File: config.mk
export PLATFORM = sky130hd
export DESIGN_NAME = instr_sequencer
export DESIGN_NICKNAME = d
export VERILOG_FILES = /design/src/rtl/instr_sequencer.sv
export SDC_FILE = /design/constraint.sdc
export NUM_CORES = 1
export LEC_CHECK = 0
export CAP_MARGIN = 10
export CELL_PAD_IN_SITES_DETAIL_PLACEMENT = 1
export CELL_PAD_IN_SITES_GLOBAL_PLACEMENT = 2
export CORE_UTILIZATION = 33
export CTS_CLUSTER_DIAMETER = 60
export DETAILED_ROUTE_END_ITERATION = 6
export PLACE_DENSITY_LB_ADDON = 0.1
export SLEW_MARGIN = 20
export SYNTH_ARGS = -nofsm -noshare
export SYNTH_HDL_FRONTEND = slang
export SYNTH_SLANG_ARGS = --single-unit
export TNS_END_PERCENT = 50
File: constraint.sdc
create_clock -name clk -period 4 [get_ports clk]
set_input_delay 1.2 -clock clk [delete_from_list [all_inputs] [get_ports clk]]
set_output_delay 1.2 -clock clk [all_outputs]
set_load 0.05 [all_outputs]
File: src/rtl/instr_sequencer.sv
// Multi-cycle fetch/decode/execute controller: owns PC, 8x32 register file, drives RAM/ALU/Cond.
// Optional INSTR_SEQ_PERF_EN adds retired_cnt, a count of completed instructions.
module instr_sequencer #(
    parameter logic [31:0] RESET_PC = 32'h0000_0000,
    parameter bit          R0_ZERO  = 1'b1
) (
    input  logic        clk,
    input  logic        rst_n,
    input  logic        run,
    output logic        mem_load,
    output logic        mem_save,
    output logic [31:0] mem_addr,
    output logic [31:0] mem_wdata,
    input  logic [31:0] mem_rdata,
    output logic [31:0] alu_a,
    output logic [31:0] alu_b,
    output logic [2:0]  alu_op,
    input  logic [31:0] alu_result,
    input  logic        alu_carry,
    input  logic        alu_panic,
    output logic [31:0] cond_a,
    output logic [31:0] cond_b,
    output logic [2:0]  cond_op,
    input  logic        cond_out,
    output logic [31:0] pc_out,
    output logic        carry_flag,
    output logic        halted,
    output logic        fault
`ifdef INSTR_SEQ_PERF_EN
    ,
    output logic [31:0] retired_cnt
`endif
);

    typedef enum logic [2:0] {
        S_IDLE, S_FETCH, S_DECODE, S_EXEC, S_MEM, S_HALT, S_FAULT
    } state_t;

    state_t      state_q, state_d;
    logic [31:0] pc_q, pc_d;
    logic [31:0] ir_q, ir_d;
    logic        carry_q, carry_d;
    logic [31:0] regs_q [8];
    logic        wr_en;
    logic [31:0] wr_data;

    logic [3:0]  cls;
    logic [2:0]  sub, rd, rs1, rs2;
    logic [31:0] simm, rs1_val, rs2_val, pc_inc, pc_br;
    state_t      after_retire;

    assign cls  = ir_q[31:28];
    assign sub  = ir_q[27:25];
    assign rd   = ir_q[24:22];
    assign rs1  = ir_q[21:19];
    assign rs2  = ir_q[18:16];
    assign simm = {{16{ir_q[15]}}, ir_q[15:0]};

    assign rs1_val = (R0_ZERO && rs1 == 3'd0) ? 32'd0 : regs_q[rs1];
    assign rs2_val = (R0_ZERO && rs2 == 3'd0) ? 32'd0 : regs_q[rs2];
    // Branch target uses its own adder so the ALU stays free for the condition-less path.
    assign pc_inc  = pc_q + 32'd1;
    assign pc_br   = pc_q + simm;
    assign after_retire = run ? S_FETCH : S_IDLE;

    always_comb begin
        state_d   = state_q;
        pc_d      = pc_q;
        ir_d      = ir_q;
        carry_d   = carry_q;
        wr_en     = 1'b0;
        wr_data   = alu_result;
        mem_load  = 1'b0;
        mem_save  = 1'b0;
        mem_addr  = 32'd0;
        mem_wdata = 32'd0;
        alu_a     = 32'd0;
        alu_b     = 32'd0;
        alu_op    = 3'd0;
        cond_a    = 32'd0;
        cond_b    = 32'd0;
        cond_op   = 3'd0;
        case (state_q)
            S_IDLE: if (run) state_d = S_FETCH;
            S_FETCH: begin
                mem_load = 1'b1;
                mem_addr = pc_q;
                state_d  = S_DECODE;
            end
            S_DECODE: begin
                ir_d    = mem_rdata;
                state_d = S_EXEC;
            end
            S_EXEC: begin
                case (cls)
                    4'd0, 4'd1: begin
                        alu_a  = rs1_val;
                        alu_b  = (cls == 4'd0) ? rs2_val : simm;
                        alu_op = sub;
                        if (alu_panic) begin
                            state_d = S_FAULT;
                        end else begin
                            wr_en   = 1'b1;
                            carry_d = alu_carry;
                            pc_d    = pc_inc;
                            state_d = after_retire;
                        end
                    end
                    4'd2: begin
                        alu_a    = rs1_val;
                        alu_b    = simm;
                        mem_load = 1'b1;
                        mem_addr = alu_result;
                        state_d  = S_MEM;
                    end
                    4'd3: begin
                        alu_a     = rs1_val;
                        alu_b     = simm;
                        mem_save  = 1'b1;
                        mem_addr  = alu_result;
                        mem_wdata = rs2_val;
                        pc_d      = pc_inc;
                        state_d   = after_retire;
                    end
                    4'd4: begin
                        cond_a  = rs1_val;
                        cond_b  = rs2_val;
                        cond_op = sub;
                        pc_d    = cond_out ? pc_br : pc_inc;
                        state_d = after_retire;
                    end
                    4'd5:    state_d = S_HALT;
                    default: state_d = S_FAULT;
                endcase
            end
            S_MEM: begin
                wr_en   = 1'b1;
                wr_data = mem_rdata;
                pc_d    = pc_inc;
                state_d = after_retire;
            end
            S_HALT:  state_d = S_HALT;
            S_FAULT: state_d = S_FAULT;
            default: state_d = S_IDLE;
        endcase
    end

    always_ff @(posedge clk or negedge rst_n) begin
        if (!rst_n) begin
            state_q <= S_IDLE;
            pc_q    <= RESET_PC;
            ir_q    <= 32'd0;
            carry_q <= 1'b0;
            for (int i = 0; i < 8; i++) regs_q[i] <= 32'd0;
        end else begin
            state_q <= state_d;
            pc_q    <= pc_d;
            ir_q    <= ir_d;
            carry_q <= carry_d;
            if (wr_en && !(R0_ZERO && rd == 3'd0)) regs_q[rd] <= wr_data;
        end
    end

    assign pc_out     = pc_q;
    assign carry_flag = carry_q;
    assign halted     = (state_q == S_HALT);
    assign fault      = (state_q == S_FAULT);

`ifdef INSTR_SEQ_PERF_EN
    logic        retire;
    logic [31:0] retired_q;

    assign retire = (state_q == S_MEM) ||
                    (state_q == S_EXEC && (((cls == 4'd0 || cls == 4'd1) && !alu_panic) ||
                                           cls == 4'd3 || cls == 4'd4));

    always_ff @(posedge clk or negedge rst_n) begin
        if (!rst_n)      retired_q <= 32'd0;
        else if (retire) retired_q <= retired_q + 32'd1;
    end

    assign retired_cnt = retired_q;
`endif

endmodule

==> results of run 1 <==
state kept, by name, indices dropped and copies added (netlist names):
signal / count
regs_q: 229
carry_flag: 1
state_q: 3
ir_q: 32
pc_out: 32
per-layer routing:
metal	global-route usage, %	vias up
li1	-	7882
met1	35.6	8807
met2	45.7	437
met3	3.43	88
met4	8.68	0
met5	0	-
worst max path at each step:
stage                    startpoint         to  slack, ns
2_1_floorplan  ir_q[16]$_DFFE_PN0P_  alu_b[16]       0.35
3_3_place_gp   ir_q[17]$_DFFE_PN0P_   alu_b[2]       0.34
3_5_place_dp   ir_q[17]$_DFFE_PN0P_   alu_b[2]       0.32
4_1_cts        ir_q[17]$_DFFE_PN0P_  alu_b[16]      -0.07
5_1_grt        ir_q[16]$_DFFE_PN0P_  alu_b[30]      -0.09
6_report       ir_q[17]$_DFFE_PN0P_  alu_b[18]       0.03
critical path, delay by kind of cell, from the launching register on:
kind / cells / cell delay [ns]
AOI/OAI and AO/OA: 4 / 0.54
DFF: 1 / 0.43
buffers and inverters: 6 / 0.86
and+or+nand+nor: 1 / 0.08
muxes: 1 / 0.27
synthesized netlist by cell type, drive strengths merged, types with 4 or more instances:
cell,instances
nor2,327
dfrtp,297
a21oi,246
o21ai,239
nand2,205
clkbuf,123
mux2,89
mux4,64
buf,40
mux2i,37
a22o,33
a22oi,33
ha,32
inv,29
a221o,28
nand3,27
and2,17
nor3,16
xnor2,16
xor2,16
a21o,15
nor2b,12
and3,10
o22ai,8
a221oi,7
o31ai,7
a211oi,6
a31oi,5
nand2b,5
nand4,5
a32oi,4
nor4,4
layout make-up:
class                           count  area share (%)
Antenna cell                        1         0.00968
Clock buffer                       57            4.35
Clock inverter                     14           0.808
Inverter                           30           0.450
Multi-Input combinational cell   1541            39.7
Sequential cell                   297            28.8
Tap cell                          696            3.37
Timing Repair Buffer              420            22.5
repair_timing:
item	CTS	global route
hold endpoints to repair	0	0
gates resized for setup	35	33
cloned	0	2
pin swaps	1	5
buffers inserted	13	12
endpoints found under the setup margin	88	39
logic make-up (layout without fill, tap and decap cells):
group                      Yosys count  in the layout  synth area share (%)
AOI/OAI and AO/OA                  649            649                  21.2
xor gates and xnor gates            32             32                  1.54
adders and majority gates           33             33                  2.32
buffers and inverters              193            521                  4.10
DFF                                297            297                  41.0
muxes                              190            190                  15.5
other                                0              1                     0
and+or+nand+nor                    637            637                  14.4
where the power goes:
part | total [mW] | switching, mW | leakage, nW | internal (mW)
Clock | 3.71 | 1.48 | 0.647 | 2.23
Combinational | 13.8 | 7.95 | 6.39 | 5.86
Sequential | 5.79 | 1.46 | 3.74 | 4.33
Total | 23.3 | 10.9 | 10.8 | 12.4
==> out/qor.yml, run 1 <==
floorplanning:
  chipHeight_um: 237
  rows: 85
  core_um2: 54000
  io-pin-count: 305
  die-area_um2: 55900
  die_w_um: 237
  start_util_pct: 33.6
setup_path:
  r2r_end: "pc_out[26]$_DFFE_PN0P_"
  end_kind: "output pin"
  r2r_start: "ir_q[0]$_DFFE_PN0P_"
  cp-start-kind: "flip-flop"
  r2r_slack_ns: 0.54
  cp.arrival_ns: 2.77
  cp_cell_sequence: "buf_12 -> buf_8 -> buf_4 -> mux2_2 -> a22oi_1 -> nor2_1 -> a21oi_2 -> buf_6 -> inv_1 -> o21ai_1 -> a21oi_1 -> clkbuf_16"
  path_max_fanout: 6
  critical_path_class: "reg2out"
  slowest_delay_ns: 0.43
  cpMaxStageDelayCell: "dfrtp_2"
  critPathRequiredTime_ns: 2.80
  ff2ff_path_depth: 12
grt:
  grt_max_degree: 85
  grt_use_total_pct: 27.0
  grt_first_pass_wirelength_mm: 115
  gr-total-overflow: 0
  antenna_found_initial: 1
  grt_pass1_vias: 17900
clocking:
  insertion_delay_ns: 0.59
  postCtsHoldBufs: 0
  htreeDepth: 2
  cts_buffer_depth: 3
  cts_tree: "yes"
  numCtsBuffers: 40
  cts_num_sinks: 297
  clk_pin_slew_ns: 0.06
  root_buffer: "clkbuf_16"
drt:
  drt_wl_total_mm: 76.2
  drtAntennaViolNets: 0
  drt_iter0_drc: 908
  viasPerCell: 5.63
  drc: 0
  dr_wl_met2_mm: 37.5
  drt-met1-wl_mm: 33.5
  dr_wl_met3_mm: 3.00
  dr.max_layer_used: "met4"
  routedWlPerCell_um: 24.9
  vias: 17200
  dr.pass1.iters: 5
logic_synthesis:
  synth_top_cell_area_share_pct: 41.0
  syn_area_per_cell_um2: 8.94
  yosys.area.top_type: "dfrtp_1"
  ys.flop_type: "dfrtp_1"
  syn_nets: 2134
  synth.top_cells.by_area: "dfrtp_1 41%, mux4_2 7.9%, a21oi_1 6.8%, nor2_1 6.7%, o21ai_0 6.6%"
  ys_seq_elements: 297
  ys_seq_area_share_pct: 41.0
  synth_edf_count: 0
  async_flop_share_pct: 100
  synth_warnings: 0
  yosysUniqueCellTypes: 58
  syn_area_um2: 18100
  syn_inst: 2031
timing:
  worst_slack_ns: 0.0280
  max_freq_mhz: 252
  fin_skew_ns: 0.0254
  period_minus_slack_ns: 3.97
  finalSetupViolations: 0
  finalMaxSlewViolations: 0
  slew_headroom_pct: 38.0
  tightest_slew_ns: 0.905
  rsz0062_at_grt: "yes"
  fin_crit_sh_pct: 99.3
  final-hold-violation-count: 0
  holdWs_ns: 0.376
  tns_ns: 0
placement:
  io_buffer_count: 304
  pre_cts_slack_ns: 0.320
  dp_hpwl_mm: 53.0
  placed_cells: 2957
  gp_congestion: 0.852
  placed_area_um2: 24000
layout:
  regArea_um2: 7450
  drive_above_1_share_pct: 25.5
  nNetsFinal: 2433
  mostFrequentLayoutCells: "319 x nor2_1, 292 x dfrtp_1, 232 x o21ai_0, 218 x a21oi_1, 204 x nand2_1"
  postLayoutCellArea_um2: 25800
  syn_to_final_growth_pct: 42.4
  num-fill-cells: 5967
  multi_input_area_um2: 10300
  final_common_cell: "nor2_1"
  utilization_pct: 47.8
  final_cells: 3056
power_and_ir_drop:
  power.density_nw_per_um2: 902
  ir_drop_mv: 0.353
  leakagePower_nw: 10.8
  total_power_mw: 23.3
run:
  drv_cap: 0
outcome:
  status: "finished, final reports clean"
min_path:
  min_path_cells: 0
  hold_class: "reg2reg"
  hold_end: "regs_q[234]$_DFFE_PN0P_"
  min_from: "regs_q[234]$_DFFE_PN0P_"
(Power assumes the default switching activity.)
==> inputs of run 2 (changes only) <==
Settings changed: PLACE_DENSITY set to 0.92, PLACE_DENSITY_LB_ADDON 0.1 to not set, REMOVE_ABC_BUFFERS set to 1.
==> out/qor.yml, run 2 (same netlist as run 1, synthesis figures left out) <==
timing:
  slew_headroom_pct: 34.4  # -3.5 points
  tns_ns: 0  # unchanged
  holdWs_ns: 0.377  # +0.00163 ns
  final-hold-violation-count: 0  # unchanged
  max_freq_mhz: 255  # +1.4%
  fin_crit_sh_pct: 97.9  # -1.4 points
  finalSetupViolations: 0  # unchanged
  fin_skew_ns: 0.0180  # -0.00746 ns
  rsz0062_at_grt: "yes"
  finalMaxSlewViolations: 0  # unchanged
  period_minus_slack_ns: 3.92  # -0.0566 ns
  tightest_slew_ns: 0.956  # +0.0517 ns
setup_path:
  r2r_start: "pc_out[0]$_DFFE_PN0P_"
  cp-start-kind: "flip-flop"
  crit_start: "ir_q[19]$_DFFE_PN0P_"
  critical_path_class: "reg2out"
  critPathRequiredTime_ns: 2.80  # about the same
  end_kind: "output pin"
  path_max_fanout: 15  # +9
  cp.arrival_ns: 2.72  # -0.05 ns
grt:
  gr-total-overflow: 0  # unchanged
  grt_max_degree: 86  # +1.2%
  grt_pass1_vias: 19000  # +6.3%
  grt_use_total_pct: 26.1  # -0.90 points
  antenna_found_initial: 2  # +1
  grt_first_pass_wirelength_mm: 113  # -1.4%
drt:
  vias: 17600  # +2.3%
  drc: 0  # unchanged
  dr.pass1.iters: 5  # unchanged
  viasPerCell: 5.83  # +3.5%
  drt_iter0_drc: 1068  # +18%
  drtAntennaViolNets: 0  # unchanged
  drt_wl_total_mm: 73.7  # -3.2%
  routedWlPerCell_um: 24.4  # -2.1%
layout:
  mostFrequentLayoutCells: "318 x nor2_1, 291 x dfrtp_1, 237 x o21ai_0, 224 x a21oi_1, 211 x buf_12"
  largest_reg_flops: 229  # unchanged
  largest_register: "regs_q"
  syn_to_final_growth_pct: 41.3
  final_common_cell: "nor2_1"
  postLayoutCellArea_um2: 25600  # -0.77%
  nNetsFinal: 2406  # -1.1%
  drive_above_1_share_pct: 24.3  # -1.2 points
placement:
  io_buffer_count: 304  # unchanged
  gp_congestion: 0.877  # +3.0%
  placed_area_um2: 24300  # +1.3%
  dp_hpwl_mm: 52.2  # -1.4%
clocking:
  root_buffer: "clkbuf_16"
  insertion_delay_ns: 0.52  # -0.07 ns
  clk_pin_slew_ns: 0.06  # about the same
  cts_num_sinks: 297  # unchanged
  cts_tree: "yes"
  htreeDepth: 2  # unchanged
  postCtsHoldBufs: 0  # unchanged
  cts_buffer_depth: 3  # unchanged
  numCtsBuffers: 36  # -10%
min_path:
  hold_class: "reg2reg"
  min_from: "regs_q[238]$_DFFE_PN0P_"
floorplanning:
  io-pin-count: 305  # unchanged
  die-area_um2: 55900  # unchanged
  start_util_pct: 33.6  # unchanged
  die_w_um: 237  # unchanged
  core_um2: 54000  # unchanged
  chipHeight_um: 237  # unchanged
  rows: 85  # unchanged
power_and_ir_drop:
  ir_drop_mv: 0.463  # +31%
  power.density_nw_per_um2: 872  # -3.3%
  leakagePower_nw: 10.6  # -1.6%
outcome:
  status: "finished, final reports clean"
run:
  drv_cap: 0  # unchanged
run 2: power by group:
part / switching (mW) / total [mW] / internal, mW
logic: 7.58 / 13.1 / 5.56
clock network: 1.28 / 3.21 / 1.93
registers: 1.69 / 6.01 / 4.33
total: 10.5 / 22.4 / 11.8
run 2: worst max-delay path, stage by stage (launching register included):
cell	delay (ns)
dfrtp_4	0.66
mux4_2	0.55
o21ai_0	0.60
nor2_1	0.18
buf_12	0.20
run 2: what timing repair did:
action                                  in CTS  in global routing
buffers inserted                             7                  2
endpoints found under the setup margin      79                 48
endpoints found under the hold margin        0                  0
resized for setup                            8                 30
run 2: metal layers:
layer | routed length, um | GRT usage (%) | vias up
met1 | 30200 | 32.5 | 9076
met4 | 2610 | 10.3 | 0
li1 | - | - | 7798
met2 | 36800 | 44.9 | 593
met5 | 0 | 0 | -
met3 | 4110 | 4.14 | 141
run 2: area by class of cell:
class / instances / area [um^2]
antenna: 1 / 2.50
clock buffer: 55 / 1090
clock inverter: 3 / 40.0
fill: 5920 / 28400
inverter: 30 / 113
multi-input combinational: 1541 / 10200
sequential: 297 / 7450
tap: 696 / 871
timing repair buffer: 397 / 5910
run 2: path summary, 6_finish.rpt:
check	end	slack [ns]	cells past startpoint
worst max register to register	pc_out[30]$_DFFE_PN0P_	0.43	12
worst min register to register	regs_q[238]$_DFFE_PN0P_	0.38	0
worst max-delay path	cond_a[11]	0.08	4
worst min-delay path	regs_q[238]$_DFFE_PN0P_	0.38	0
max in group asynchronous	pc_out[25]$_DFFE_PN0P_	2.35	2
min in group asynchronous	pc_out[1]$_DFFE_PN0P_	0.67	1
run 2: stage by stage:
stage / cells / power (mW) / worst slack [ns] / utilization, %
6_report: 3020 / 22.4 / 0.0847 / 47.5
5_1_grt: 3020 / 23.6 / -0.0455 / 47.5
4_1_cts: 3017 / 22.2 / 0.000269 / 47.2
3_5_place_dp: 2952 / 18.7 / 0.239 / 44.9
3_3_place_gp: 2952 / 18.1 / 0.385 / 44.9
2_1_floorplan: 1868 / 13.6 / -4.24 / -
